[config.mk]
export PLATFORM = sky130hd
export DESIGN_NAME = reg_file_p2
export DESIGN_NICKNAME = d
export VERILOG_FILES = /design/src/rtl/reg_file_p2.sv
export SDC_FILE = /design/constraint.sdc
export NUM_CORES = 1
export LEC_CHECK = 0
export ABC_AREA = 1
export CORE_MARGIN = 3
export CORE_UTILIZATION = 50
export DETAILED_ROUTE_END_ITERATION = 10
export MAX_ROUTING_LAYER = met4
export PLACE_DENSITY = 0.84
export SYNTH_ARGS = -nofsm -noshare
export SYNTH_HDL_FRONTEND = slang
export SYNTH_SLANG_ARGS = --single-unit
[constraint.sdc]
create_clock -name clk_i -period 3.9 [get_ports clk_i]
set_clock_uncertainty 0.1 [all_clocks]
set_input_delay 0.585 -clock clk_i [delete_from_list [all_inputs] [get_ports clk_i]]
set_output_delay 0.585 -clock clk_i [all_outputs]
set_load 0.02 [all_outputs]
[src/rtl/reg_file_p2.sv]
// Second-generation register file: general, hardwired-input, link and PC registers,
// with a handshaked multi-cycle load and a self-incrementing program counter.
module reg_file_p2 #(
  parameter int DATA_W   = 8,
  parameter int NREGS    = 16,
  parameter int PC_W     = 10,
  parameter int IN_REGS  = 2,
  parameter int LINK_IDX = 14,
  parameter int PC_IDX   = 15
) (
  input  logic                     clk_i,
  input  logic                     reset_i,
  input  logic                     cmd_valid_i,
  output logic                     cmd_ready_o,
  input  logic [2:0]               op_i,
  input  logic [$clog2(NREGS)-1:0] src_i,
  input  logic [$clog2(NREGS)-1:0] dst_i,
  input  logic [3:0]               imm_i,
  input  logic                     pc_inc_i,
  input  logic [DATA_W-1:0]        in_r_i,
  input  logic [DATA_W-1:0]        in_s_i,
  output logic                     ld_req_o,
  input  logic                     ld_valid_i,
  input  logic [DATA_W-1:0]        ld_data_i,
  output logic                     st_valid_o,
  output logic [DATA_W-1:0]        st_data_o,
  output logic [DATA_W-1:0]        rd_a_o,
  output logic [DATA_W-1:0]        rd_b_o,
  output logic [PC_W-1:0]          pc_o,
  output logic                     br_taken_o
);

  localparam int AW = $clog2(NREGS);
  localparam logic [AW-1:0] PC_SEL   = AW'(PC_IDX);
  localparam logic [AW-1:0] LINK_SEL = AW'(LINK_IDX);

  localparam logic [2:0] OP_NOP   = 3'd0;
  localparam logic [2:0] OP_MOV   = 3'd1;
  localparam logic [2:0] OP_LOAD  = 3'd2;
  localparam logic [2:0] OP_STORE = 3'd3;
  localparam logic [2:0] OP_INCR  = 3'd4;
  localparam logic [2:0] OP_DECR  = 3'd5;
  localparam logic [2:0] OP_BIZR  = 3'd6;
  localparam logic [2:0] OP_BNZR  = 3'd7;

  // state       | meaning
  // S_IDLE      | ready for a command, ops complete at the accepting edge
  // S_WAIT_LOAD | load requested, stalled until ld_valid returns the data
  typedef enum logic [0:0] {S_IDLE, S_WAIT_LOAD} state_t;

  state_t             state_q, state_d;
  logic [DATA_W-1:0]  regs_q [NREGS];
  logic [DATA_W-1:0]  regs_d [NREGS];
  logic [PC_W-1:0]    pc_q, pc_d;
  logic               st_valid_q, st_valid_d;
  logic [DATA_W-1:0]  st_data_q, st_data_d;
  logic               ld_req_q, ld_req_d;
  logic               br_taken_q, br_taken_d;
  logic [AW-1:0]      ld_dst_q, ld_dst_d;

  logic               accept;
  logic               wr_en;
  logic [AW-1:0]      wr_idx;
  logic [DATA_W-1:0]  wr_val;
  logic               br_cond;

  // PC_IDX reads back the live program counter rather than array storage.
  assign rd_a_o = (src_i == PC_SEL) ? pc_q[DATA_W-1:0] : regs_q[src_i];
  assign rd_b_o = (dst_i == PC_SEL) ? pc_q[DATA_W-1:0] : regs_q[dst_i];

  assign cmd_ready_o = (state_q == S_IDLE) && !reset_i;
  assign accept      = cmd_valid_i && cmd_ready_o;

  assign pc_o       = pc_q;
  assign st_valid_o = st_valid_q;
  assign st_data_o  = st_data_q;
  assign ld_req_o   = ld_req_q;
  assign br_taken_o = br_taken_q;

  always_comb begin
    state_d    = state_q;
    regs_d     = regs_q;
    pc_d       = pc_inc_i ? pc_q + PC_W'(1) : pc_q;
    st_valid_d = 1'b0;
    st_data_d  = st_data_q;
    ld_req_d   = 1'b0;
    br_taken_d = 1'b0;
    ld_dst_d   = ld_dst_q;
    wr_en      = 1'b0;
    wr_idx     = dst_i;
    wr_val     = '0;
    br_cond    = 1'b0;

    case (state_q)
      S_IDLE: begin
        if (accept) begin
          case (op_i)
            OP_NOP: ;
            OP_MOV: begin
              wr_en  = 1'b1;
              wr_val = (src_i == dst_i) ? '0 : rd_a_o;
            end
            OP_LOAD: begin
              ld_req_d = 1'b1;
              ld_dst_d = dst_i;
              state_d  = S_WAIT_LOAD;
            end
            OP_STORE: begin
              st_valid_d = 1'b1;
              st_data_d  = rd_a_o;
            end
            OP_INCR: begin
              wr_en  = 1'b1;
              wr_val = rd_b_o + DATA_W'(imm_i);
            end
            OP_DECR: begin
              wr_en  = 1'b1;
              wr_val = rd_b_o - DATA_W'(imm_i);
            end
            OP_BIZR, OP_BNZR: begin
              br_cond = (rd_a_o == '0) ^ (op_i == OP_BNZR);
              if (br_cond) begin
                br_taken_d = 1'b1;
                pc_d       = PC_W'(regs_q[LINK_SEL]);
              end
            end
            default: ;
          endcase
        end
      end
      S_WAIT_LOAD: begin
        if (ld_valid_i) begin
          wr_en   = 1'b1;
          wr_idx  = ld_dst_q;
          wr_val  = ld_data_i;
          state_d = S_IDLE;
        end
      end
      default: state_d = S_IDLE;
    endcase

    // A PC_IDX write overrides pc_inc; writes to hardwired inputs are dropped.
    if (wr_en) begin
      if (wr_idx == PC_SEL) begin
        pc_d = PC_W'(wr_val);
      end else if (int'(wr_idx) >= IN_REGS) begin
        regs_d[wr_idx] = wr_val;
      end
    end

    for (int i = 0; i < IN_REGS && i < NREGS; i++) begin
      if (i == 0)      regs_d[i] = in_r_i;
      else if (i == 1) regs_d[i] = in_s_i;
      else             regs_d[i] = '0;
    end
  end

  always_ff @(posedge clk_i) begin
    if (reset_i) begin
      state_q    <= S_IDLE;
      for (int i = 0; i < NREGS; i++) regs_q[i] <= '0;
      pc_q       <= '0;
      st_valid_q <= 1'b0;
      st_data_q  <= '0;
      ld_req_q   <= 1'b0;
      br_taken_q <= 1'b0;
      ld_dst_q   <= '0;
    end else begin
      state_q    <= state_d;
      regs_q     <= regs_d;
      pc_q       <= pc_d;
      st_valid_q <= st_valid_d;
      st_data_q  <= st_data_d;
      ld_req_q   <= ld_req_d;
      br_taken_q <= br_taken_d;
      ld_dst_q   <= ld_dst_d;
    end
  end

endmodule

# Yosys cells after proc, flatten, opt, wreduce, memory -nomap -nowiden
# Index checks and enable logic that the tools add are counted.
# W data, S select, Z words.
[totals]
elab_cells = 98
reg_bits = 154
in_bits = 44
output_inout_bits = 38
[classes]
add_sub_neg = 3
magnitude_cmp = 5
reduce_logical = 13
n_bitwise = 8
eq_ne = 11
mux = 35
[op_table]
columns = ["cell", "count"]
rows = [
  ["$bwmux W128", 1],
  ["$mux W8", 10],
  ["$mux W10", 7],
  ["$bmux W8 S4", 2],
  ["$demux W8 S4", 1],
  ["$pmux W8 S3", 1],
  ["$pmux W8 S2", 1],
  ["$ge A5 B5 Y1 const B", 3],
  ["$not A4 Y5", 3],
  ["$eq A3 B3 Y1 const B", 4],
  ["$eq A4 B4 Y1 const B", 3],
  ["$add A10 B1 Y10 const B", 1],
  ["$reduce_and A3 Y1", 3],
  ["$add A8 B4 Y8", 1],
  ["$logic_not A8 Y1", 1],
  ["$mux W1", 8],
  ["$mux W4", 2],
  ["$sub A8 B4 Y8", 1],
  ["$eq A3 B2 Y1 const B", 2],
  ["$reduce_or A3 Y1", 2],
  ["$lt A5 B1 Y1 const B", 1],
  ["$eq A4 B4 Y1", 1],
  ["$ge A4 B2 Y1 const B", 1],
  ["$not A1 Y1", 4],
  ["7 further kinds", 11],
]

# Logic depth before layout (Yosys ltp)
[depth]
ltp_word = 13
mapped_depth = 24
mapped_depth_nobuf = 22

# Worst setup path after synthesis
# Ideal clock, no wire load.
[synth_timing]
kind = "input-to-reg"
start = "in dst_i[0]"
end = "reg regs_q[46] (netlist bit)"
setup_ns = 0.109
arrival_ns = 3.880
cell_stages = 23
n_path_buf = 3
slack_ns = -0.189
required_time_ns = 3.691
path_cell_list = "clkinv_1 -> clkbuf_1 -> clkbuf_1 -> o21ai_0 -> o211ai_1 -> nand3_1 -> a22oi_1 -> inv_1 -> ha_1 -> fa_1 -> nor2_1 -> o21ai_0 -> a21boi_0 -> nor2_1 -> o21ai_0 -> nand2_1 -> nand3_1 -> o21ai_1 -> nand2_1 -> buf_2 -> nand3_1 -> nand2_1 -> inv_1"
[synth_between]
elab_chain_cells = 10
word_cells_on_any_way = 26
cone_classes = "add/sub (2); order compare (3); eq/ne (3); mux (13); bitwise (3); reduce/logical (2)"
[synth_lines]
columns = ["element", "line_no", "source"]
rows = [
  ["start: declaration", "17", "input logic [$clog2(NREGS)-1:0] dst_i,"],
  ["$not A4 Y5 (implied by the code)", "69", "assign rd_b_o = (dst_i == PC_SEL) ? pc_q[DATA_W-1:0] : regs_q[dst_i];"],
  ["$bmux W8 S4", "69", ""],
  ["$mux W8 (implied by the code) (2 in series)", "69", ""],
  ["$mux W8 (*)", "69", ""],
  ["via rd_b_o[0]", "28", "output logic [DATA_W-1:0] rd_b_o,"],
  ["$sub A8 B4 Y8 or $add A8 B4 Y8 (tied branches)", "118, 114", ""],
  ["$pmux W8 S3 (*)", "97", "case (op_i)"],
  ["$mux W8 (*)", "96", "if (accept) begin"],
  ["$pmux W8 S2 (*)", "94", "case (state_q)"],
  ["$bwmux W128 (*)", "147", "regs_d[wr_idx] = wr_val;"],
  ["end signal: assignment", "170", "regs_q <= regs_d;"],
  ["end: declaration", "52", "logic [DATA_W-1:0] regs_q [NREGS];"],
]
# Mark *: on every way through the listed nets, which the timed path passes. The rest lies on a longest branch. The select of a mux whose other input is x is not followed.
# A chain may end at the register's enable or synchronous reset.

# Final worst setup path
[layout_timing]
start = "in dst_i[0]"
end = "reg regs_q[30] (netlist bit)"
[layout_between]
elab_chain_cells = 10
word_cells_on_any_way = 26
cone_classes = "add/sub (2); order compare (3); eq/ne (3); mux (13); bitwise (3); reduce/logical (2)"
[layout_lines]
columns = ["element", "line_no"]
rows = [
  ["$not A4 Y5 (implied by the code)", "69"],
  ["$bmux W8 S4", "69"],
  ["$mux W8 (implied by the code) (2 in series)", "69"],
  ["$mux W8", "69"],
  ["$sub A8 B4 Y8 or $add A8 B4 Y8 (tied branches)", "118, 114"],
  ["$pmux W8 S3", "97"],
  ["$mux W8", "96"],
  ["$pmux W8 S2", "94"],
  ["$bwmux W128", "147"],
]
# Several ways; a longest one is shown, not always the timed one. The select of a mux whose other input is x is not followed.

==> metrics <==
outcome finished, final reports clean; simple-gate portion of the synthesized area 25.17%; Global Route Usage Sum 32.40%; Setup crit end kind flop; R2R setup slack 0.54 ns; latest clock arrival within the worst-skew pair 0.44 ns; final hold vios 0; core area 0.01760 mm^2; die height 141.4 um; synth unique cells 45; GRT overflow 0; minimum clock period 3.698 ns; mux contribution to synthesized area 0%; wirelength, routed 31.73 mm; setup tns final 0 ns; Peak Freq 0.2704 GHz; Area Growth Syn to Fin 22.54%; CP required 4.14 ns; initial antenna violation count 0; CTS max path bufs 2; Die ar. 0.01998 mm^2; RSZ-0062 raised after global routing false; DRT iter0 DRCs 1403; most frequent cells in the layout nand2_1 (249), inv_1 (246), dfxtp_1 (147), nand3_1 (139), o21ai_0 (134); Synth Register Bits 147; DIE WIDTH 141.4 um; Worst Reg-to-Reg Cells 23; Post-Syn Area per Cell 6.479 um^2; Setup crit end regs_q[30]; Setup WS post-layout 0.2022 ns; peak supply drop 0.3389 mV; Clock Pin Slew Worst Setup and Hold Paths 0.07 ns; Top Ports 82; asr flop ratio synth 0%; Synth Area in Compound Gates 24.36%; ys flop type dfxtp_1; root buf cell clkbuf_16; Syn Nets 1470; largest family of logic cells by synthesized area simple AND/OR/NAND/NOR gates; CTS tree yes; final slew viol count 0; Top delay family on crit path compound AO/OA/AOI/OAI gates; via/cell ratio 5.791; post-detail-place hpwl 22.51 mm; commonest non-fill, non-tap cell in the layout nand2_1; ant diodes 0; Slowest cell on crit path fa_1; Crit path depth 26; Post-Synth Adder-Cell Area 1.721%; Initial Utilization 52.06%; largest fanout on the critical path 30; Critical Path Start Type primary input; Synth Warn # 0; Rel. slew slack 40.72%; num rows 48; pre-CTS setup slack -0.3978 ns; r2r endpoint regs_q[30]; layout cells sized above 1 11.53%; pwr dens 351.3 mW/mm^2; Synth Cell Area 0.009161 mm^2; number of flops mapped to enable cells by yosys 0; clk sink count 147; routability cong. 0.9872; leakage 0.005339 uW; wire length per cell 18.11 um; Max Cap Violations 0; pin count of the biggest net entering global routing 86; type of the worst setup path primary input to flop; post-synthesis xor/xnor area fraction 1.147%; r2r startpoint regs_q[48]; most frequent CP cell nand2_1; Pre-antenna DRT Iters 10; CP bufs+invs 8; Num CTS Buffers 17; crit path DAT 3.93 ns; sequential element share of the synthesized area 32.12%; first-pass GRT wire length 49.67 mm; Post-DRT Antenna Nets 0; H-tree depth 4; DRC viols 0; vias post-DR 10146; final core occ 63.79%; synthesized instance count 1414; nets@finish 1571; Final setup viols 0; PortBufs 81; vias in the first global route 9411; Final Non-Filler Cells 1752; Cells after DPL 1720; Worst Max-Slew Pin Slew 0.8893 ns; Worst Hold Class primary input to flop; CP Launch Point dst_i[0]; Worst path max stage delay 0.40 ns; Tcrit/Tclk final 94.82%
## worst min path at each step
| stage | from | to | slack, ns | depth (start not counted) |
|---|---|---|---|---|
| after CTS | reset_i | state_q | 0.32 | 2 |
| after global placement | regs_q[7] | regs_q[7] | 0.32 | 2 |
| after detailed placement | regs_q[7] | regs_q[7] | 0.33 | 2 |
| final | reset_i | state_q | 0.31 | 2 |
| after floorplan | regs_q[7] | regs_q[7] | 0.31 | 2 |
| after global routing | reset_i | state_q | 0.34 | 2 |
## cell usage after synthesis (all sizes together), types with 3 or more instances
cell type,count,area (um^2)
nand4,4,25.02
a22o,6,52.55
nor3,10,93.84
ha,11,137.6
nand2,257,984.7
xor2,8,70.07
inv,261,979.7
a32oi,5,43.79
o21a,9,67.56
buf,57,340.3
o21bai,35,262.8
clkbuf,25,93.84
o21ai,175,890.9
a31oi,3,25.02
nor2,81,341.6
a21oi,127,635.6
o22ai,3,18.77
dfxtp,147,2943
o211ai,24,180.2
nand3,150,828.3
xnor2,4,35.03
## power by group
group | switching [uW] | total [uW] | internal, uW
Clock | 684 | 1690 | 1000
Sequential | 14.7 | 1540 | 1520
Combinational | 430 | 718 | 287
## final cells by class
| class | instances | area [um^2] |
|---|---|---|
| inverters | 262 | 987.2 |
| flip-flops and latches | 147 | 2943 |
| repair buffers | 164 | 1612 |
| clock buffers | 19 | 432.9 |
| fillers | 1555 | 6371 |
| multi-input cells | 923 | 4813 |
| well taps | 225 | 281.5 |
| clock inverters | 12 | 156.4 |
## flip-flops by register name, indices dropped and copies added, names as in the netlist
signal / count
br_taken_o: 1
ld_dst_q: 4
ld_req_o: 1
pc_o: 10
regs_q: 121
st_data_o: 8
st_valid_o: 1
state_q: 1
## layer usage
metal	GRT usage [%]	share of wire [%]	vias up
li1	-	-	4781
met1	40.22	40	4605
met2	50.92	46	626
met3	5.865	9.6	134
met4	15.96	4.7	0
met5	-	0	-
## metrics by stage
step           cell area (um^2)  power [uW]  hold slack [ns]
2_1_floorplan              9175        1954           0.3096
3_3_place_gp              10620        2257           0.3205
3_5_place_dp              10620        2265           0.3251
4_1_cts                   11210        3928           0.3151
5_1_grt                   11230        4058           0.3433
6_report                  11230        3944           0.3117
## timing repair
action	4_1_cts	5_1_grt
endpoints found under the setup margin	6	45
hold buffers	0	0
gates resized for setup	2	4
pin swaps	0	3
hold endpoints to repair	0	0
buffers inserted	0	1
## logic make-up after synthesis
group / Yosys count
flip-flops: 147
buffers and inverters: 344
adder cells (fa/ha/maj): 12
AO/OA/AOI/OAI: 394
XOR/XNOR: 12
AND/OR/NAND/NOR: 505
(Power assumes the default switching activity.)
